File: config.mk
export PLATFORM = sky130hd
export DESIGN_NAME = inst_fetch_controller
export DESIGN_NICKNAME = d
export VERILOG_FILES = /design/src/rtl/inst_fetch_controller.sv
export SDC_FILE = /design/constraint.sdc
export NUM_CORES = 1
export LEC_CHECK = 0
export CORE_ASPECT_RATIO = 1.5
export CORE_MARGIN = 1
export CORE_UTILIZATION = 45
export CTS_CLUSTER_DIAMETER = 40
export CTS_CLUSTER_SIZE = 12
export DETAILED_ROUTE_END_ITERATION = 10
export PLACE_DENSITY = 0.71
export SYNTH_ARGS = -nofsm -noshare
export SYNTH_HDL_FRONTEND = slang
export SYNTH_SLANG_ARGS = --single-unit
File: constraint.sdc
create_clock -name clk -period 7.1 [get_ports clk]
set_input_delay 1.42 -clock clk [delete_from_list [all_inputs] [get_ports clk]]
set_output_delay 1.42 -clock clk [all_outputs]
set_load 0.01 [all_outputs]
File: src/rtl/inst_fetch_controller.sv
// Instruction fetch controller: owns the PC, fetches one word per cycle into an in-order queue
// drained by decode over valid/ready. Optional starvation counter enabled by IFETCH_STALL_CNT_EN.
module inst_fetch_controller #(
  parameter logic [31:0] RESET_PC = 32'h0000_0000,
  parameter int          DEPTH    = 2,
  parameter int          PC_STEP  = 4
) (
  input  logic        clk,
  input  logic        rst,
  input  logic        halt,
  output logic [31:0] imem_addr,
  input  logic [31:0] imem_inst,
  input  logic        redirect_valid,
  input  logic [31:0] redirect_pc,
  output logic        out_valid,
  input  logic        out_ready,
  output logic [31:0] out_inst,
  output logic [31:0] out_pc
`ifdef IFETCH_STALL_CNT_EN
  ,
  output logic [31:0] stall_cnt
`endif
);

  localparam int PTR_W = (DEPTH > 1) ? $clog2(DEPTH) : 1;
  localparam int CNT_W = $clog2(DEPTH + 1);
  localparam logic [CNT_W-1:0] DEPTH_C  = CNT_W'(DEPTH);
  localparam logic [PTR_W-1:0] LAST_PTR = PTR_W'(DEPTH - 1);
  localparam logic [31:0]      STEP_C   = 32'(PC_STEP);

  function automatic logic [PTR_W-1:0] ptr_inc(input logic [PTR_W-1:0] p);
    return (p == LAST_PTR) ? '0 : p + PTR_W'(1);
  endfunction

  function automatic logic [31:0] align_pc(input logic [31:0] a);
    return a & 32'hFFFF_FFFC;
  endfunction

  logic [31:0]      pc_q, pc_d;
  logic [CNT_W-1:0] count_q, count_d;
  logic [PTR_W-1:0] rptr_q, rptr_d;
  logic [PTR_W-1:0] wptr_q, wptr_d;
  logic             push, pop;

  logic [31:0] inst_mem [DEPTH];
  logic [31:0] pc_mem   [DEPTH];

  assign imem_addr = pc_q;
  assign out_valid = (count_q != '0);

  always_comb begin
    pop  = out_valid & out_ready;
    // A full queue still accepts a fetch when the head leaves in the same cycle.
    push = ~rst & ~halt & ~redirect_valid & ((count_q < DEPTH_C) | pop);
  end

  always_comb begin
    pc_d    = pc_q;
    count_d = count_q;
    rptr_d  = rptr_q;
    wptr_d  = wptr_q;
    if (redirect_valid) begin
      // Flush wins over everything, including a handshake decode thinks it made.
      pc_d    = align_pc(redirect_pc);
      count_d = '0;
      rptr_d  = '0;
      wptr_d  = '0;
    end else begin
      if (push) begin
        pc_d   = pc_q + STEP_C;
        wptr_d = ptr_inc(wptr_q);
      end
      if (pop) begin
        rptr_d = ptr_inc(rptr_q);
      end
      case ({push, pop})
        2'b10:   count_d = count_q + CNT_W'(1);
        2'b01:   count_d = count_q - CNT_W'(1);
        default: count_d = count_q;
      endcase
    end
  end

  always_ff @(posedge clk or posedge rst) begin
    if (rst) begin
      pc_q    <= RESET_PC;
      count_q <= '0;
      rptr_q  <= '0;
      wptr_q  <= '0;
    end else begin
      pc_q    <= pc_d;
      count_q <= count_d;
      rptr_q  <= rptr_d;
      wptr_q  <= wptr_d;
    end
  end

  // Queue storage carries no reset; the outputs are masked to zero while empty.
  always_ff @(posedge clk) begin
    if (push) begin
      inst_mem[wptr_q] <= imem_inst;
      pc_mem[wptr_q]   <= pc_q;
    end
  end

  always_comb begin
    out_inst = '0;
    out_pc   = '0;
    if (out_valid) begin
      out_inst = inst_mem[rptr_q];
      out_pc   = pc_mem[rptr_q];
    end
  end

`ifdef IFETCH_STALL_CNT_EN
  logic [31:0] stall_cnt_q, stall_cnt_d;

  always_comb begin
    stall_cnt_d = stall_cnt_q;
    if (~rst & out_ready & ~out_valid & (stall_cnt_q != 32'hFFFF_FFFF)) begin
      stall_cnt_d = stall_cnt_q + 32'd1;
    end
  end

  always_ff @(posedge clk or posedge rst) begin
    if (rst) begin
      stall_cnt_q <= '0;
    end else begin
      stall_cnt_q <= stall_cnt_d;
    end
  end

  assign stall_cnt = stall_cnt_q;
`endif

endmodule

==> impl_metrics.tcl, run 1 <==
set metrics [dict create \
    grt_overflow 0 \
    grt_antenna_before_repair 0 \
    cts-buffers-inserted 17 \
    synth_top_flop_cell "sky130_fd_sc_hd__edfxtp_1" \
    final_area_sq_um 9143 \
    synth_seq_area_share 0.6843 \
    drv.max_cap_violation_count 0 \
    synth-compound-area-share 0.02321 \
    num_rows 54 \
    startpoint_type "flip-flop" \
    htree_num_levels 4 \
    grt_max_degree 64 \
    post_cts_hold_buffer_count 0 \
    dr_wl_met3_um 498 \
    status "finished clean" \
    max_slew.worst_pin.slew_ns 1.132 \
    total_cell_area_at_the_placement_stage_sq_um 8472 \
    clock_tree_from_tritoncts "yes" \
    relSlewSlack 0.2455 \
    synthAdderAreaFrac 0.001872 \
    whs_ns 0.5563 \
    setup_viol 0 \
    floorplan.core_area_sq_um 14530 \
    die_area_sq_um 15360 \
    avgSynthCellArea_sq_um 13.84 \
    cts_repair_resize_count 0 \
    cp_max_fo 32 \
    finalHoldViolCount 0 \
    portBuffers 159 \
    flow.area_growth_from_synthesis_pct 36.76 \
    groute.usage.overall 0.1987 \
    clk_latency_ns 0.41 \
    end_kind "output port" \
    yosys.area_share.xor_xnor 0.04061 \
    initial_util 0.4602 \
    detail_route.wirelength_um 14610 \
    netlist-cell-type-count 38 \
    drt_iter0_markers 109 \
    max-clock-path-buffers 2 \
    setup_repair_after_global_routing_missed_its_margin "no" \
    route.layer.met1.wl_um 5801 \
    grt_pass1_vias 4498 \
    synth_async_sr_flop_share 0.2152 \
    synth.area.mux_share 0.09938 \
    syn_inst 483 \
    drt-wirelength-per-cell_um 17.13 \
    layout-drive-gt1-share 0.08676 \
    dieWidth_um 101.5 \
    finalNetCount 714 \
    timing.final.crit_share 0.5642 \
    cts-root-buf "sky130_fd_sc_hd__clkbuf_16" \
    ys_seq_elements 158 \
    num_antenna_cells 0 \
    setup_total_negative_slack_ns 0 \
    number_of_warning_messages_in_the_yosys_log 0 \
    largest_family_of_logic_cells_by_synthesized_area "simple AND/OR/NAND/NOR gates" \
    global_placer_s_final_weighted_congestion 0.8147 \
    period_minus_slack_ns 4.006 \
    ir_worst_vdd_mv 0.1443 \
    route.detailed.drc 0 \
    clk_transition_reported_paths_ns 0.06 \
    antenna_violating_nets_post_route 0 \
    wire_length_of_the_first_global_routing_pass_um 22740 \
    critPathArrivalTime_ns 2.59 \
    hold_class "reg -> reg" \
    tritoncts_num_sinks 158 \
    syn-cell-area_sq_um 6685 \
    place_hpwl_um 9794 \
    route.top_layer_used "met4" \
    vias 4311 \
    power.leakage_nw 3.095 \
    route.met2.wl_um 7974 \
    drt-vias-per-instance 5.054 \
    synth-edff-count 124 \
    firstDrtPassIters 4 \
    timing.final.max_slew_violations 0 \
    number_of_buffers_added_for_setup_after_cts 0 \
    power-per-cell-area_nw_per_um2 255.2 \
    max_freq_ghz 0.2497 \
    timing_worst_setup_path_type "reg -> out" \
    critPathRequiredTime_ns 5.68 \
    synth-simple-area-share 0.1295 \
    io_pins 166 \
    clock_skew_ns 0.01166 \
    die_y_um 151.3 \
]
[cell usage in the layout (no fill, tap or decap), types with 3 or more instances in the layout]
cell	Yosys	layout
sky130_fd_sc_hd__xor2_1	20	20
sky130_fd_sc_hd__mux2i_1	63	63
sky130_fd_sc_hd__xnor2_1	11	11
sky130_fd_sc_hd__nor4_4	3	3
sky130_fd_sc_hd__mux2_2	3	3
sky130_fd_sc_hd__o21ai_0	16	16
sky130_fd_sc_hd__and3_1	5	5
sky130_fd_sc_hd__clkbuf_16	0	17
sky130_fd_sc_hd__edfxtp_1	124	124
sky130_fd_sc_hd__conb_1	1	4
sky130_fd_sc_hd__nand4_1	13	13
sky130_fd_sc_hd__o21ai_1	13	13
sky130_fd_sc_hd__clkdlybuf4s50_1	0	158
sky130_fd_sc_hd__dfrtp_1	34	33
sky130_fd_sc_hd__nand3_1	16	16
sky130_fd_sc_hd__bufinv_16	0	6
sky130_fd_sc_hd__inv_1	4	4
sky130_fd_sc_hd__buf_4	4	6
sky130_fd_sc_hd__nand2_1	34	34
sky130_fd_sc_hd__nor4_2	3	3
sky130_fd_sc_hd__nor2_1	70	69
[cell families after synthesis]
family          Yosys count
flops                   158
compound gates           31
xor+xnor                 31
other cells               1
simple gates            165
buf+inv                  30
mux                      66
fa+ha+maj                 1
[critical path: stages (launching register included)]
cell and delay (ns):
sky130_fd_sc_hd__dfrtp_1 0.47, sky130_fd_sc_hd__nor2_4 0.63, sky130_fd_sc_hd__buf_4 0.46, sky130_fd_sc_hd__nor2_1 0.09, sky130_fd_sc_hd__clkdlybuf4s50_1 0.51
[through the flow]
stage | power (W) | utilization | cells | setup slack, ns
after floorplan | 0.001197 | - | 486 | 0.1450
after global placement | 0.001324 | 0.5832 | 821 | 3.403
after detailed placement | 0.001332 | 0.5832 | 821 | 3.358
after CTS | 0.002352 | 0.6294 | 853 | 3.028
after global routing | 0.002414 | 0.6294 | 853 | 2.872
final | 0.002334 | 0.6294 | 853 | 3.094
[state kept, by name, indices dropped and copies added, names as in the netlist]
register   count
pc_mem        60
count_q        2
inst_mem      64
imem_addr     30
wptr_q         1
rptr_q         1
[final timing paths]
check                      slack, ns  depth (start not counted)     startpoint            end
max                             3.09                          4     count_q[1]     out_pc[18]
min in group asynchronous       1.41                          2            rst   imem_addr[3]
min reg2reg                     0.56                          0  imem_addr[26]  pc_mem[0][26]
max reg2reg                     4.88                          6   imem_addr[3]  imem_addr[22]
max in group asynchronous       4.96                          3            rst         rptr_q
min                             0.56                          0  imem_addr[26]  pc_mem[0][26]
[cell usage after synthesis, types with 2 or more instances]
cell	number	area (sq um)
sky130_fd_sc_hd__buf_2	8	40.04
sky130_fd_sc_hd__nor2_1	70	262.8
sky130_fd_sc_hd__nand2b_1	2	12.51
sky130_fd_sc_hd__edfxtp_1	124	3724
sky130_fd_sc_hd__mux2_2	3	33.78
sky130_fd_sc_hd__nand4_1	13	81.33
sky130_fd_sc_hd__dfrtp_1	34	850.8
sky130_fd_sc_hd__o21ai_1	13	65.06
sky130_fd_sc_hd__nand2_1	34	127.6
sky130_fd_sc_hd__nand3_1	16	80.08
sky130_fd_sc_hd__mux2i_1	63	630.6
sky130_fd_sc_hd__a21oi_1	2	10.01
sky130_fd_sc_hd__inv_1	4	15.01
sky130_fd_sc_hd__and2_1	2	12.51
sky130_fd_sc_hd__o21ai_0	16	80.08
sky130_fd_sc_hd__nor4_4	3	63.81
sky130_fd_sc_hd__nand3_2	2	20.02
sky130_fd_sc_hd__buf_4	4	30.03
sky130_fd_sc_hd__xor2_1	20	175.2
sky130_fd_sc_hd__nor4_2	3	37.54
sky130_fd_sc_hd__xnor2_1	11	96.34
sky130_fd_sc_hd__and3_1	5	31.28
sky130_fd_sc_hd__nor3_1	3	15.01
sky130_fd_sc_hd__clkbuf_1	14	52.55
[layer usage]
metal / vias up / GRT usage
met5: - / 0
met4: 0 / 0.08986
met3: 24 / 0.03830
met2: 130 / 0.3686
met1: 2097 / 0.2146
li1: 2060 / -
[power breakdown]
part / internal [W] / leakage, nW / switching [W]
sequential: 0.00104 / 1.55 / 0.0000507
combinational: 0.000125 / 1.23 / 0.0000964
clock: 0.000664 / 0.320 / 0.000358
total: 0.00183 / 3.09 / 0.000505
[cell type report]
| type | count | area, sq um |
|---|---|---|
| fillers | 1116 | 5384 |
| flip-flops and latches | 158 | 4578 |
| multi-input cells | 298 | 2002 |
| repair buffers | 165 | 1632 |
| clock buffers | 19 | 432.9 |
| well taps | 196 | 245.2 |
| clock inverters | 13 | 237.7 |
| inverters | 4 | 15.01 |
No activity file was read; power rests on OpenSTA's default activity.
==> run 2, diff against run 1 <==
--- a/config.mk
+++ b/config.mk
@@ -11,7 +11,7 @@
 export CTS_CLUSTER_DIAMETER = 40
 export CTS_CLUSTER_SIZE = 12
 export DETAILED_ROUTE_END_ITERATION = 10
-export PLACE_DENSITY = 0.71
+export PLACE_DENSITY = 0.74
 export SYNTH_ARGS = -nofsm -noshare
 export SYNTH_HDL_FRONTEND = slang
 export SYNTH_SLANG_ARGS = --single-unit
==> constraint.sdc (replaced) <==
create_clock -name clk -period 3.2 [get_ports clk]
set_input_delay 0.64 -clock clk [delete_from_list [all_inputs] [get_ports clk]]
set_output_delay 0.64 -clock clk [all_outputs]
set_load 0.01 [all_outputs]
==> impl_metrics.tcl, run 2 (synthesis gave the netlist of run 1 again) <==
set metrics [dict create \
    status "finished clean" \
    seq_area_sq_um 4578 \
    timing.final.max_slew_violations 0 \
    clock_tree_from_tritoncts "yes" \
    path_buf_inv 3 \
    num_antenna_cells 0 \
    period_minus_slack_ns 2.905 \
    timing.critical_path.max_delay_family "buffers and inverters" \
    clk_latency_ns 0.41 \
    die_y_um 151.3 \
    crit_path_top_delay_cell "sky130_fd_sc_hd__clkdlybuf4s50_1" \
    drt_iter0_markers 217 \
    startpoint_type "flip-flop" \
    fillerInstances 1103 \
    largest_incremental_delay_on_the_critical_path_ns 0.50 \
    grt_pass1_vias 4416 \
    cp_max_fo 44 \
    biggest_register "inst_mem" \
    io_pins 166 \
    cts-root-buf "sky130_fd_sc_hd__clkbuf_16" \
    clk_transition_reported_paths_ns 0.06 \
    die_area_sq_um 15360 \
    finalNetCount 719 \
    max_freq_ghz 0.3443 \
    multi_input_comb_area_sq_um 2014 \
    cts-buffers-inserted 17 \
    initial_util 0.4602 \
    vias 4318 \
    timing_worst_setup_path_type "reg -> out" \
    drv.max_cap_violation_count 0 \
    placed_cells 826 \
    tritoncts_num_sinks 158 \
    firstDrtPassIters 5 \
    flow.area_growth_from_synthesis_pct 37.51 \
    cts_repair_resize_count 0 \
    critPathArrivalTime_ns 2.26 \
    route.detailed.drc 0 \
    htree_num_levels 4 \
    crit_path_cell_trace "nor2_4 -> buf_12 -> inv_1 -> clkdlybuf4s50_1" \
    finalHoldViolCount 0 \
    num_rows 54 \
    largest_reg_flops 64 \
    grt_max_degree 64 \
    drt-vias-per-instance 5.033 \
    floorplan.core_area_sq_um 14530 \
    setup_viol 0 \
    antenna_violating_nets_post_route 0 \
    clock_skew_ns 0.006646 \
    ir_worst_vdd_mv 0.3137 \
    dieWidth_um 101.5 \
    groute.usage.overall 0.1944 \
    power.leakage_nw 3.131 \
    place_hpwl_um 9825 \
    layout-drive-gt1-share 0.09668 \
    max-clock-path-buffers 2 \
    layout.core_utilization 0.6328 \
    timing.final.crit_share 0.9077 \
    grt_antenna_before_repair 0 \
    setup_repair_after_global_routing_missed_its_margin "no" \
    end_kind "output port" \
    grt_overflow 0 \
    portBuffers 159 \
    power-per-cell-area_nw_per_um2 549.0 \
    total_cell_area_at_the_placement_stage_sq_um 8559 \
    mostFrequentLayoutCell "sky130_fd_sc_hd__clkdlybuf4s50_1" \
    critPathRequiredTime_ns 2.56 \
    drt-wirelength-per-cell_um 16.81 \
    post_cts_hold_buffer_count 0 \
    wire_length_of_the_first_global_routing_pass_um 22040 \
    global_placer_s_final_weighted_congestion 0.8878 \
    hold_class "reg -> reg" \
    number_of_buffers_added_for_setup_after_cts 0 \
    layout_common_cells "sky130_fd_sc_hd__clkdlybuf4s50_1 (158), sky130_fd_sc_hd__edfxtp_1 (124), sky130_fd_sc_hd__nor2_1 (69)" \
    layoutNonFillerInstCount 858 \
    max_slew.worst_pin.slew_ns 1.046 \
    detail_route.wirelength_um 14420 \
    final_area_sq_um 9193 \
    relSlewSlack 0.3024 \
]
run 2: worst register-to-register path: stages, from the launching register on:
cell and delay, ns:
sky130_fd_sc_hd__dfrtp_1 0.46, sky130_fd_sc_hd__ha_1 0.22, sky130_fd_sc_hd__or3b_4 0.40, sky130_fd_sc_hd__nor4_4 0.43, sky130_fd_sc_hd__nand3_1 0.15, sky130_fd_sc_hd__xnor2_1 0.16
sky130_fd_sc_hd__mux2_2 0.26
run 2: stage by stage:
step                      setup WS (ns)  total power (W)  hold WS [ns]  setup TNS (ns)
final                            0.2953         0.005046        0.5352               0
after CTS                        0.2472         0.005085        0.5243               0
after global routing             0.1552         0.005232        0.5561               0
after floorplan                 -0.7805         0.002654        0.5235          -95.93
after global placement           0.5625         0.002950        0.5123               0
after detailed placement         0.5393         0.002966        0.5116               0
run 2: area by class of cell:
type                       count  area share
clock buffer                  18     0.04777
clock inverter                14     0.02110
inverter                       4    0.001633
multi-input combinational    298      0.2191
sequential                   158      0.4980
tap                          196     0.02668
timing repair buffer         170      0.1857
run 2: worst paths after layout:
check	from	to	slack [ns]	depth (start not counted)
setup reg to reg	imem_addr[2]	imem_addr[22]	1.01	6
hold / removal	imem_addr[30]	pc_mem[0][30]	0.54	0
hold reg to reg	imem_addr[30]	pc_mem[0][30]	0.54	0
setup / recovery	count_q[1]	out_valid	0.30	4
min in group asynchronous	rst	imem_addr[8]	0.64	2
max in group asynchronous	rst	rptr_q	1.83	3
run 2: report_power, final:
group / internal, W / total, W / leakage (nW) / switching [W]
Clock: 0.00128 / 0.00213 / 0.312 / 0.000846
Combinational: 0.000284 / 0.000515 / 1.27 / 0.000231
Sequential: 0.00231 / 0.00241 / 1.55 / 0.0000981
Total: 0.00387 / 0.00505 / 3.13 / 0.00118
run 2: metal layers:
metal,vias to the layer above,part of all wire,wire [um],track usage
met2,137,0.55,7966,0.3601
met1,2087,0.39,5591,0.2124
met3,17,0.039,565,0.03876
met5,-,0,0,0
met4,0,0.021,300,0.08188
li1,2077,-,-,-
